[src/rtl/uart_rx_packer_if.sv]
// rtl/uart_rx_packer_if.sv - core RX side and CPU read side of the UART receive packer
interface uart_rx_packer_if #(
    parameter int AW = 3
);
    logic [7:0]    rx_q;
    logic          rx_dv;
    logic          rx_fe;
    logic          rx_ove;
    logic          rx_rd;
    logic          mode;
    logic          rd;
    logic [31:0]   q;
    logic          dv;
    logic          qfe;
    logic          ove;
    logic [AW:0]   count;
    logic          tmo;

    modport master (
        output rx_q, rx_dv, rx_fe, rx_ove, mode, rd,
        input  rx_rd, q, dv, qfe, ove, count, tmo
    );

    modport slave (
        input  rx_q, rx_dv, rx_fe, rx_ove, mode, rd,
        output rx_rd, q, dv, qfe, ove, count, tmo
    );
endinterface

[src/rtl/uart_rx_packer.sv]
// rtl/uart_rx_packer.sv - packs UART RX bytes into 32-bit words and buffers them in a FIFO
// RXTIMEOUT_EN: flushes a partial burst word after TIMEOUT idle cycles.
module uart_rx_packer #(
    parameter int DEPTH   = 8,
    parameter int AW      = 3,
    parameter int TIMEOUT = 1024
) (
    input  logic            clk,
    input  logic            rst,
    uart_rx_packer_if.slave bus
);
    localparam logic [AW:0] FULL_CNT = (AW+1)'(DEPTH);

    if (DEPTH != (1 << AW) || TIMEOUT < 1) begin : g_bad_cfg
        $error("uart_rx_packer: DEPTH must equal 2**AW and TIMEOUT must be positive");
    end

    logic        rx_rd_r;
    logic [1:0]  cnt;
    logic        modew;
    logic [23:0] acc;
    logic        accfe;
    logic        push_r;
    logic [31:0] word_r;
    logic        wfe_r;
    logic        wtmo_r;

    logic        cap;
    logic        m_eff;

    logic [33:0] mem [DEPTH];
    logic [AW:0] wrptr;
    logic [AW:0] rdptr;
    logic [AW:0] count;
    logic        dv;
    logic        pop;
    logic        full;
    logic        do_push;
    logic        drop;
    logic        ove_r;
    logic [33:0] head;

    // rx_rd blocks a second capture while the core is still clearing its dv
    assign cap   = bus.rx_dv & ~rx_rd_r;
    assign m_eff = (cnt == 2'd0) ? bus.mode : modew;

`ifdef RXTIMEOUT_EN
    logic [31:0] idle;
    logic        flush;

    assign flush = ~cap && (cnt != 2'd0) && (idle == 32'(TIMEOUT));

    always_ff @(posedge clk) begin
        if (rst || cap || flush) begin
            idle <= '0;
        end else if (cnt != 2'd0) begin
            idle <= idle + 32'd1;
        end
    end
`else
    logic flush;
    assign flush = 1'b0;
`endif

    always_ff @(posedge clk) begin
        if (rst) begin
            rx_rd_r <= 1'b0;
            cnt     <= 2'd0;
            modew   <= 1'b0;
            acc     <= '0;
            accfe   <= 1'b0;
            push_r  <= 1'b0;
            word_r  <= '0;
            wfe_r   <= 1'b0;
            wtmo_r  <= 1'b0;
        end else begin
            rx_rd_r <= cap;
            push_r  <= 1'b0;
            wtmo_r  <= 1'b0;
            if (cap) begin
                if (cnt == 2'd0) begin
                    modew <= bus.mode;
                end
                if (!m_eff) begin
                    word_r <= {24'h0, bus.rx_q};
                    wfe_r  <= bus.rx_fe;
                    push_r <= 1'b1;
                end else if (cnt == 2'd3) begin
                    word_r <= {bus.rx_q, acc};
                    wfe_r  <= accfe | bus.rx_fe;
                    push_r <= 1'b1;
                    cnt    <= 2'd0;
                end else begin
                    // first byte clears the upper lanes so a flushed partial word reads zero there
                    if (cnt == 2'd0) begin
                        acc   <= {16'h0, bus.rx_q};
                        accfe <= bus.rx_fe;
                    end else begin
                        acc[{cnt, 3'b000} +: 8] <= bus.rx_q;
                        accfe <= accfe | bus.rx_fe;
                    end
                    cnt <= cnt + 2'd1;
                end
            end else if (flush) begin
                word_r <= {8'h0, acc};
                wfe_r  <= accfe;
                wtmo_r <= 1'b1;
                push_r <= 1'b1;
                cnt    <= 2'd0;
            end
        end
    end

    assign count   = wrptr - rdptr;
    assign dv      = (count != '0);
    assign pop     = bus.rd & dv;
    assign full    = (count == FULL_CNT);
    assign do_push = push_r & (~full | pop);
    assign drop    = push_r & full & ~pop;

    always_ff @(posedge clk) begin
        if (do_push) begin
            mem[wrptr[AW-1:0]] <= {wfe_r, wtmo_r, word_r};
        end
    end

    always_ff @(posedge clk) begin
        if (rst) begin
            wrptr <= '0;
            rdptr <= '0;
            ove_r <= 1'b0;
        end else begin
            if (do_push) begin
                wrptr <= wrptr + 1'b1;
            end
            if (pop) begin
                rdptr <= rdptr + 1'b1;
            end
            if ((cap & bus.rx_ove) | drop) begin
                ove_r <= 1'b1;
            end else if (pop) begin
                ove_r <= 1'b0;
            end
        end
    end

    assign head      = mem[rdptr[AW-1:0]];
    assign bus.rx_rd = rx_rd_r;
    assign bus.q     = head[31:0];
    assign bus.qfe   = dv & head[33];
    assign bus.tmo   = dv & head[32];
    assign bus.dv    = dv;
    assign bus.ove   = ove_r;
    assign bus.count = count;
endmodule

[src/flat_wrapper.sv]
// flat-port wrapper written by rule: the top's interface ports become plain ports
module uart_rx_packer_flat 
#(
    parameter int DEPTH   = 8,
    parameter int AW      = 3,
    parameter int TIMEOUT = 1024
)
  (clk, rst, bus_rx_q, bus_rx_dv, bus_rx_fe, bus_rx_ove, bus_mode, bus_rd, bus_rx_rd, bus_q, bus_dv, bus_qfe, bus_ove, bus_count, bus_tmo);
  uart_rx_packer_if #(.AW(AW)) bus_i ();
  input  logic clk;
  input  logic rst;
  input wire logic [$bits(bus_i.rx_q)-1:0] bus_rx_q;
  input wire logic [$bits(bus_i.rx_dv)-1:0] bus_rx_dv;
  input wire logic [$bits(bus_i.rx_fe)-1:0] bus_rx_fe;
  input wire logic [$bits(bus_i.rx_ove)-1:0] bus_rx_ove;
  input wire logic [$bits(bus_i.mode)-1:0] bus_mode;
  input wire logic [$bits(bus_i.rd)-1:0] bus_rd;
  output wire logic [$bits(bus_i.rx_rd)-1:0] bus_rx_rd;
  output wire logic [$bits(bus_i.q)-1:0] bus_q;
  output wire logic [$bits(bus_i.dv)-1:0] bus_dv;
  output wire logic [$bits(bus_i.qfe)-1:0] bus_qfe;
  output wire logic [$bits(bus_i.ove)-1:0] bus_ove;
  output wire logic [$bits(bus_i.count)-1:0] bus_count;
  output wire logic [$bits(bus_i.tmo)-1:0] bus_tmo;
  assign bus_i.rx_q = bus_rx_q;
  assign bus_i.rx_dv = bus_rx_dv;
  assign bus_i.rx_fe = bus_rx_fe;
  assign bus_i.rx_ove = bus_rx_ove;
  assign bus_i.mode = bus_mode;
  assign bus_i.rd = bus_rd;
  assign bus_rx_rd = bus_i.rx_rd;
  assign bus_q = bus_i.q;
  assign bus_dv = bus_i.dv;
  assign bus_qfe = bus_i.qfe;
  assign bus_ove = bus_i.ove;
  assign bus_count = bus_i.count;
  assign bus_tmo = bus_i.tmo;
  uart_rx_packer #(.DEPTH(DEPTH), .AW(AW), .TIMEOUT(TIMEOUT)) u_core (.clk(clk), .rst(rst), .bus(bus_i));
endmodule
[config.mk]
export PLATFORM = sky130hd
export DESIGN_NAME = uart_rx_packer_flat
export DESIGN_NICKNAME = d
export VERILOG_FILES = /design/src/rtl/uart_rx_packer_if.sv /design/src/rtl/uart_rx_packer.sv /design/src/flat_wrapper.sv
export SDC_FILE = /design/constraint.sdc
export NUM_CORES = 1
export LEC_CHECK = 0
export ABC_AREA = 1
export CAP_MARGIN = 10
export CORE_ASPECT_RATIO = 1.75
export CORE_UTILIZATION = 60
export DETAILED_ROUTE_END_ITERATION = 8
export GPL_ROUTABILITY_DRIVEN = 0
export GPL_TIMING_DRIVEN = 0
export PLACE_DENSITY = 0.8
export SLEW_MARGIN = 20
export SYNTH_ARGS = -nofsm -noshare
export SYNTH_HDL_FRONTEND = slang
export SYNTH_SLANG_ARGS = --single-unit
[constraint.sdc]
create_clock -name clk -period 3.7 [get_ports clk]
set_input_delay 0.37 -clock clk [delete_from_list [all_inputs] [get_ports clk]]
set_output_delay 0.37 -clock clk [all_outputs]
set_load 0.005 [all_outputs]
==> results.md, run 1 <==
Floorplanning:
- The initialized floorplan defines 72 standard-cell rows.
- The number of top-level pins is 56.
- The die span in y is 200 um.
- The placeable core region is 0.0220 mm^2.
- The floorplan die area is 0.0229 mm^2.
- The die is 115 um wide.
- The effective utilization at floorplan is 60.9%.

Timing:
- Headroom to the max-slew limit came out at 43.8%.
- For the final routed database, the setup TNS stands at 0 ps.
- The worst clock skew on the final layout is 19.2 ps.
- The time the worst path needs with I/O delays and setup is 3520 ps.
- Timing would allow up to 284 MHz.
- The final critical-path share of the clock period is 95.2%.
- Setup violations remaining at the end of the flow were counted as 0.
- The worst hold margin is 147 ps.
- The final max-slew violation count was 0.
- Setup repair after global routing left no endpoint under its margin.
- The total count of hold-check failures in the final report was 0.
- At the pin with the least slew margin, the transition time is 836 ps.

Worst setup path:
- The largest stage delay on the critical path is 450 ps.
- The worst setup path is of the reg2out kind.
- Of all nets on the critical path, the largest fanout is 5.
- The library cell appearing most often on the critical path is sky130_fd_sc_hd__inv_1.
- The critical path data arrival time is 3150 ps.
- STA classifies the critical path startpoint as a flip-flop.
- The endpoint class of the critical path is a primary output.
- The required time of the worst setup path is 3330 ps.
- The slowest cell on the critical path is sky130_fd_sc_hd__clkdlybuf4s50_1.
- The critical path goes through inv_1 -> ha_1 -> inv_1 -> fa_1 -> or2_2 -> nor2_2 -> nand3_2 -> and3_1 -> clkdlybuf4s50_1.

Finish:
- Leaving out fill and tap cells, the most frequent cell in the layout is sky130_fd_sc_hd__edfxtp_1.
- In the final layout, the share of cells above drive strength 1 is 7.61%.
- In the layout the commonest cells are 264 x sky130_fd_sc_hd__edfxtp_1, 229 x sky130_fd_sc_hd__nor2_1, 211 x sky130_fd_sc_hd__nand2_1.
- The final layout contains 1,305 nets.
- The final design area excluding fillers is 0.0156 mm^2.
- The synthesis-to-layout area growth is 16.4%.
- The repair_antennas step left the layout with diodes totalling 0.
- The post-layout utilization of the core is 70.9%.

Synth:
- Synthesis produced a netlist whose cell count is 1,185.
- The synthesized netlist devotes 9.93% of its cell area to compound gates.
- Summing the areas of all and, or, nand and nor instances in the mapped netlist gives 14.8% of the synthesized area.
- Of the synthesized area, sequential elements account for 70.4%.
- The count of yosys warnings during synthesis is 0.
- The synthesized design contains 339 register bits.
- Sorting the synthesized cells by area gives the leading types as sky130_fd_sc_hd__edfxtp_1 59%, sky130_fd_sc_hd__dfxtp_1 11%, sky130_fd_sc_hd__nor2_1 6.7%, sky130_fd_sc_hd__nand2_1 5.9%, sky130_fd_sc_hd__o32ai_1 4.2%.
- Summing every instance area after synthesis gives 0.0134 mm^2.
- The post-synthesis net count is 1,211.
- Of the post-synthesis cell area, the dominant cell type holds 59.2%.
- The number of different library cells used by synthesis comes to 28.
- Summing the areas of all xor and xnor instances in the mapped netlist gives 0.327% of the synthesized area.
- Dividing the synthesized area by the synthesized cell count gives 11.3 um^2.
- The largest area contributor in the synthesized netlist is sky130_fd_sc_hd__edfxtp_1.
- After synthesis, the largest family of logic cells by area is simple AND/OR/NAND/NOR gates.
- In the synthesized netlist, mux cells make up 0% of the area.
- The adder-cell share of the synthesized area is 1.08%.

Power:
- The static leakage is 5.21 nW.
- The power density of the placed cells is 578 mW/mm^2.
- The worst ir drop on vdd is 526 uV.
- The design draws 9.00 mW.

Global routing:
- Across every metal layer, demand over resource in global routing totals 29.8%.
- The via count of the first global-routing pass is 9,337.
- For this run the aggregate overflow at the end of global routing stands at 0.
- The number of antenna violations at the first check in global routing was 0.
- The first global-routing pass estimated 50,200 um of wire.
- The pin count of the biggest net entering global routing is 22.

Clocking:
- The register clock-pin slew on the reported worst setup and hold paths is 70 ps.
- The clock root buffer master is sky130_fd_sc_hd__clkbuf_16.
- The TritonCTS sink count is 339.
- The worst-skew pair later-pin latency is 560 ps.
- No sink is reached through more buffers than the 3 on the longest clock path.
- The CTS buffer count is 28.
- The hold buffer count at CTS is 0.
- In this run the number of H-tree levels came out at 1.
- TritonCTS built the clock tree.

Min path:
- The class of the most critical hold timing path is in2reg.

Route:
- The first detailed-routing pass ran for 5 iterations.
- Using the TritonRoute via totals, the vias-per-cell ratio works out to 5.93.
- Summed over all layers, the routed wires come to 33,000 um.
- In the routed design, unresolved DRC markers number 0.
- The routed length per instance is 20.6 um.
- In this run the remaining antenna-violating nets after routing total 0.
- The violation count after the first detailed-route iteration is 1,061.
- The detailed-route via count is 9,473.

Run:
- The max-capacitance violation count is 0.

Place:
- The HPWL after detailed placement is 22,100 um.
- The placed instance area is 0.0146 mm^2.
- The count of input and output buffers is 53.

Run status:
- The run finished with clean final reports.
==> power breakdown <==
part	internal [mW]	switching, mW	total, mW	leakage [nW]
registers	4.15	0.0736	4.23	2.81
logic	0.701	1.02	1.72	1.93
clock network	1.75	1.31	3.06	0.471
total	6.60	2.40	9.00	5.21
==> synth_stat cells (all sizes together) <==
master  count
conb        1
or2         1
nor3        1
nand3b      1
xor2        5
nor2      240
buf        32
ha         10
dfxtp      75
a31oi       8
inv        42
a21oi      60
o21ai      82
nand2     212
and3        1
nand3      47
o32ai      64
fa          1
edfxtp    264
clkbuf     38
==> sequential cells by signal, summed over array words and instances, names as in the netlist, 2 cells and up, named ones only <==
signal / cells
u_core.rdptr: 4
u_core.word_r: 32
u_core.mem: 264
u_core.cnt: 2
u_core.acc: 24
u_core.wrptr: 4
==> what timing repair did <==
action | CTS | global route
pin swaps | 0 | 1
resized for setup | 1 | 2
buffers inserted | 0 | 2
endpoints found under the setup margin | 1 | 3
==> routing by layer <==
| metal | GRT usage [%] | vias to the layer above | routed length [um] |
|---|---|---|---|
| met4 | 18.1 | 0 | 1890 |
| met3 | 3.43 | 121 | 2180 |
| met1 | 33.2 | 4501 | 11200 |
| met2 | 54.0 | 493 | 17700 |
| met5 | 0 | - | 0 |
| li1 | - | 4358 | - |
==> through the flow <==
stage / worst slack [ps] / cells
global route: 48.5 / 1597
detailed placement: 412 / 1543
CTS: 46.4 / 1595
global placement: -1280 / 1534
floorplan: 205 / 1185
finish: 176 / 1597
==> worst paths after layout <==
check / from / end / slack (ps) / cells past startpoint
max: u_core.wrptr[0] / bus_qfe / 180 / 9
min: rst / u_core.wrptr[3] / 150 / 2
max reg2reg: u_core.rdptr[0] / u_core.mem[2][3] / 390 / 11
min reg2reg: u_core.acc[2] / u_core.acc[2] / 470 / 2
==> kinds of logic (layout without fill, tap and decap cells) <==
logic type,after synthesis,count (layout)
simple gates,503,503
flops,339,339
compound gates,214,214
buf+inv,112,228
fa+ha+maj,11,11
xor+xnor,5,5
other cells,1,1
==> area by class of cell <==
cell class                 instances  area (um^2)
sequential                       339         9430
clock buffer                      44          863
timing repair buffer              64          793
tap                              296          370
fill                            1455         6390
multi-input combinational        734         3570
inverter                          42          158
clock inverter                     8          104
buffer                            70          302
==> worst max-delay path, delay by kind of cell (launching register included) <==
family                     cells  cell delay, ps
buffers and inverters          3             620
adders and majority gates      2             610
and+or+nand+nor                4             950
DFF                            1             420
Note: power is estimated with default switching activity, not from simulation.
==> run 2: changes to the inputs <==
CORE_MARGIN = 2   (was unset)
PLACE_DENSITY = unset   (was 0.8)
PLACE_DENSITY_LB_ADDON = 0.3   (was unset)
==> results.md, run 2 (synthesis results as in run 1) <==
Run status:
- Result of the run: finished clean (unchanged).

Timing:
- The highest achievable clock rate was 275 MHz (was 284 MHz).
- The transition at the pin with the smallest max-transition slack was 920 ps (was 836 ps).
- The total of endpoints with negative setup slack in the final report is 0 (unchanged).
- The worst hold margin is 254 ps (was 147 ps).
- The final max-slew violation count is 0 (unchanged).
- The worst clock skew on the final layout came to 10.3 ps (was 19.2 ps).
- The worst relative slew slack is 38.2% (was 43.8%).
- The time the worst path needs with I/O delays and setup is 3630 ps (was 3520 ps).
- The final critical-path setup slack is 69.0 ps (was 176 ps).
- The final critical-path share of the clock period is 98.1% (was 95.2%).
- RSZ-0062 raised after global routing: false (unchanged).
- The total count of hold-check failures in the final report is 0 (unchanged).

Route:
- The residual DRC count is 0 (unchanged).
- The violation count after the first detailed-route iteration was 928 (was 1,061).
- The mean number of vias per cell is 6.00 (was 5.93).
- The number of nets with antenna violations after routing is 0 (unchanged).
- The detailed-route wire length came to 33,800 um (was 33,000 um).
- The routed length per instance is 21.3 um (was 20.6 um).
- The detailed-router iteration count before antenna repair is 5 (unchanged).
- The detailed-route via count is 9,542 (was 9,473).

Finish:
- The number of flip-flops in the largest register is 264 (unchanged).
- The synthesis-to-layout area growth is 15.9% (was 16.4%).
- The post-layout utilization of the core was 70.6% (was 70.9%).
- The most common library cell in the layout ignoring fill and taps is sky130_fd_sc_hd__edfxtp_1 (unchanged).
- Highest-count cells in the layout ignoring fill and taps: 264 x sky130_fd_sc_hd__edfxtp_1, 230 x sky130_fd_sc_hd__nor2_1, 211 x sky130_fd_sc_hd__nand2_1 (was 264 x sky130_fd_sc_hd__edfxtp_1, 229 x sky130_fd_sc_hd__nor2_1, 211 x sky130_fd_sc_hd__nand2_1).
- The share of post-route cells with drive strength above 1 is 7.80% (was 7.61%).
- The final design area excluding fillers came to 0.0155 mm^2 (was 0.0156 mm^2).
- The number of fillers in the final layout was 1,556 (was 1,455).
- The final antenna diode count is 0 (unchanged).
- The layout net count was 1,301 (was 1,305).

Clocking:
- The total setup buffers inserted after CTS came to 0 (unchanged).
- The maximum buffer depth of the clock tree was 3 (unchanged).
- The TritonCTS sink count is 339 (unchanged).
- The register clock-pin slew on the reported worst setup and hold paths came to 70 ps (about the same).
- The hold buffer count at CTS is 0 (unchanged).
- The CTS tree is built (unchanged).
- The H-tree depth is 1 (unchanged).
- The total of cells resized after clock tree synthesis was 0 (was 1).
- The worst-skew pair later-pin latency is 540 ps (was 560 ps).
- The clock root buffer master is sky130_fd_sc_hd__clkbuf_16 (unchanged).
- The CTS buffer count is 27 (was 28).

Global routing:
- The combined global-route utilization of all metal layers is 29.4% (was 29.8%).
- The met2 usage is 51.8% (was 54.0%).
- The fraction of met3 tracks used by global routing was 3.25% (was 3.43%).
- The number of antenna violations at the first check in global routing is 0 (unchanged).
- The pin count of the biggest net entering global routing is 24 (was 22).
- The most congested layer reported by global routing is met2 (unchanged).
- The leftover overflow at the end of global routing is 0 (unchanged).
- The met1 demand-to-capacity share in global routing was 35.2% (was 33.2%).
- The global-route wire length before repair is 51,700 um (was 50,200 um).
- The via count of the first global-routing pass is 9,628 (was 9,337).

Worst setup path:
- The critical path data arrival time is 3260 ps (was 3150 ps).
- The cell family with the largest share of critical-path delay is buffers and inverters (was simple AND/OR/NAND/NOR gates).
- Cell breakdown of the critical path: buf_2 -> inv_2 -> clkbuf_1 -> nor2_1 -> o32ai_1 -> nand2_1 -> nand2_1 -> clkdlybuf4s50_1 (was inv_1 -> ha_1 -> inv_1 -> fa_1 -> or2_2 -> nor2_2 -> nand3_2 -> and3_1 -> clkdlybuf4s50_1).
- The largest stage delay on the critical path came to 600 ps (was 450 ps).
- The combined buffer and inverter count along the critical path is 4 (was 3).
- The required time of the worst setup path is 3330 ps (about the same).
- The largest fanout on the critical path is 10 (was 5).
- The endpoint class of the critical path is a primary output (unchanged).
- The type of origin of the critical path is a flip-flop (unchanged).
- The class of the most critical setup path is reg2out (unchanged).
- The slowest cell on the critical path is sky130_fd_sc_hd__clkbuf_1 (was sky130_fd_sc_hd__clkdlybuf4s50_1).
- The library cell appearing most often on the critical path is sky130_fd_sc_hd__nand2_1 (was sky130_fd_sc_hd__inv_1).

Floorplanning:
- The die extent in x is 117 um (was 115 um).
- The number of core rows was 72 (unchanged).
- The effective utilization at floorplan is 60.9% (unchanged).
- The placeable core region came to 0.0220 mm^2 (unchanged).
- The floorplan die area was 0.0236 mm^2 (was 0.0229 mm^2).
- The number of top-level pins is 56 (unchanged).
- The die span in y is 202 um (was 200 um).

Place:
- The placed instance area is 0.0146 mm^2 (about the same).
- The count of input and output buffers was 53 (unchanged).
- The worst slack after detailed placement is 378 ps (was 412 ps).
- The HPWL after detailed placement is 22,500 um (was 22,100 um).

Min path:
- The class of the most critical hold timing path was in2reg (unchanged).

Run:
- The max-capacitance violation count is 0 (unchanged).

Power:
- The power density of the placed cells is 578 mW/mm^2 (about the same).
- The static leakage came to 5.18 nW (was 5.21 nW).
- The worst ir drop on vdd was 447 uV (was 526 uV).
## run 2: cell count changes in the layout (fill, tap and decap cells not counted), sizes merged
cell	previous run	this run
buf	42	39
clkinvlp	1	3
bufinv	2	4
clkinv	4	7
clkbuf	83	73
## run 2: per-layer routing
| layer | vias up | share of wire [%] | wire length (um) |
|---|---|---|---|
| li1 | 4340 | - | - |
| met1 | 4606 | 35 | 11800 |
| met5 | - | 0 | 0 |
| met3 | 108 | 6.9 | 2340 |
| met4 | 0 | 5.1 | 1720 |
| met2 | 488 | 53 | 17900 |
## run 2: final cells by class
class / count / area, um^2 / share of cell area [%]
sequential: 339 / 9430 / 60.8
multi-input combinational: 734 / 3570 / 23.0
timing repair buffer: 62 / 763 / 4.92
clock buffer: 34 / 742 / 4.78
tap: 296 / 370 / 2.39
buffer: 69 / 302 / 1.94
clock inverter: 15 / 186 / 1.20
inverter: 42 / 158 / 1.02
## run 2: power by group
| part | switching (mW) | leakage [nW] | total, mW | internal (mW) |
|---|---|---|---|---|
| Combinational | 1.03 | 1.92 | 1.72 | 0.687 |
| Sequential | 0.0769 | 2.81 | 4.23 | 4.15 |
| Clock | 1.32 | 0.452 | 3.03 | 1.71 |
## run 2: metrics by stage
stage                     setup TNS, ps  total power, mW  instances
after global routing                  0             9.29       1591
after CTS                             0             8.96       1592
after global placement          -303800             5.94       1534
after floorplan                       0             5.20       1185
after detailed placement              0             6.00       1543
final                                 0             8.97       1591
## run 2: final timing paths
path | slack (ps) | start | depth (start not counted) | end
max | 70 | flip-flop | 8 | bus_q[31]
min | 250 | rst | 2 | u_core.bus.rx_rd
max reg2reg | 310 | u_core.wrptr[0] | 13 | u_core.mem[2][24]
min reg2reg | 470 | u_core.modew | 2 | u_core.modew
## run 2: worst register-to-register path, delay by kind of cell (launching register included)
family	cells	cell delay, ps
simple gates	6	1470
buf+inv	5	660
fa+ha+maj	2	600
flops	1	400
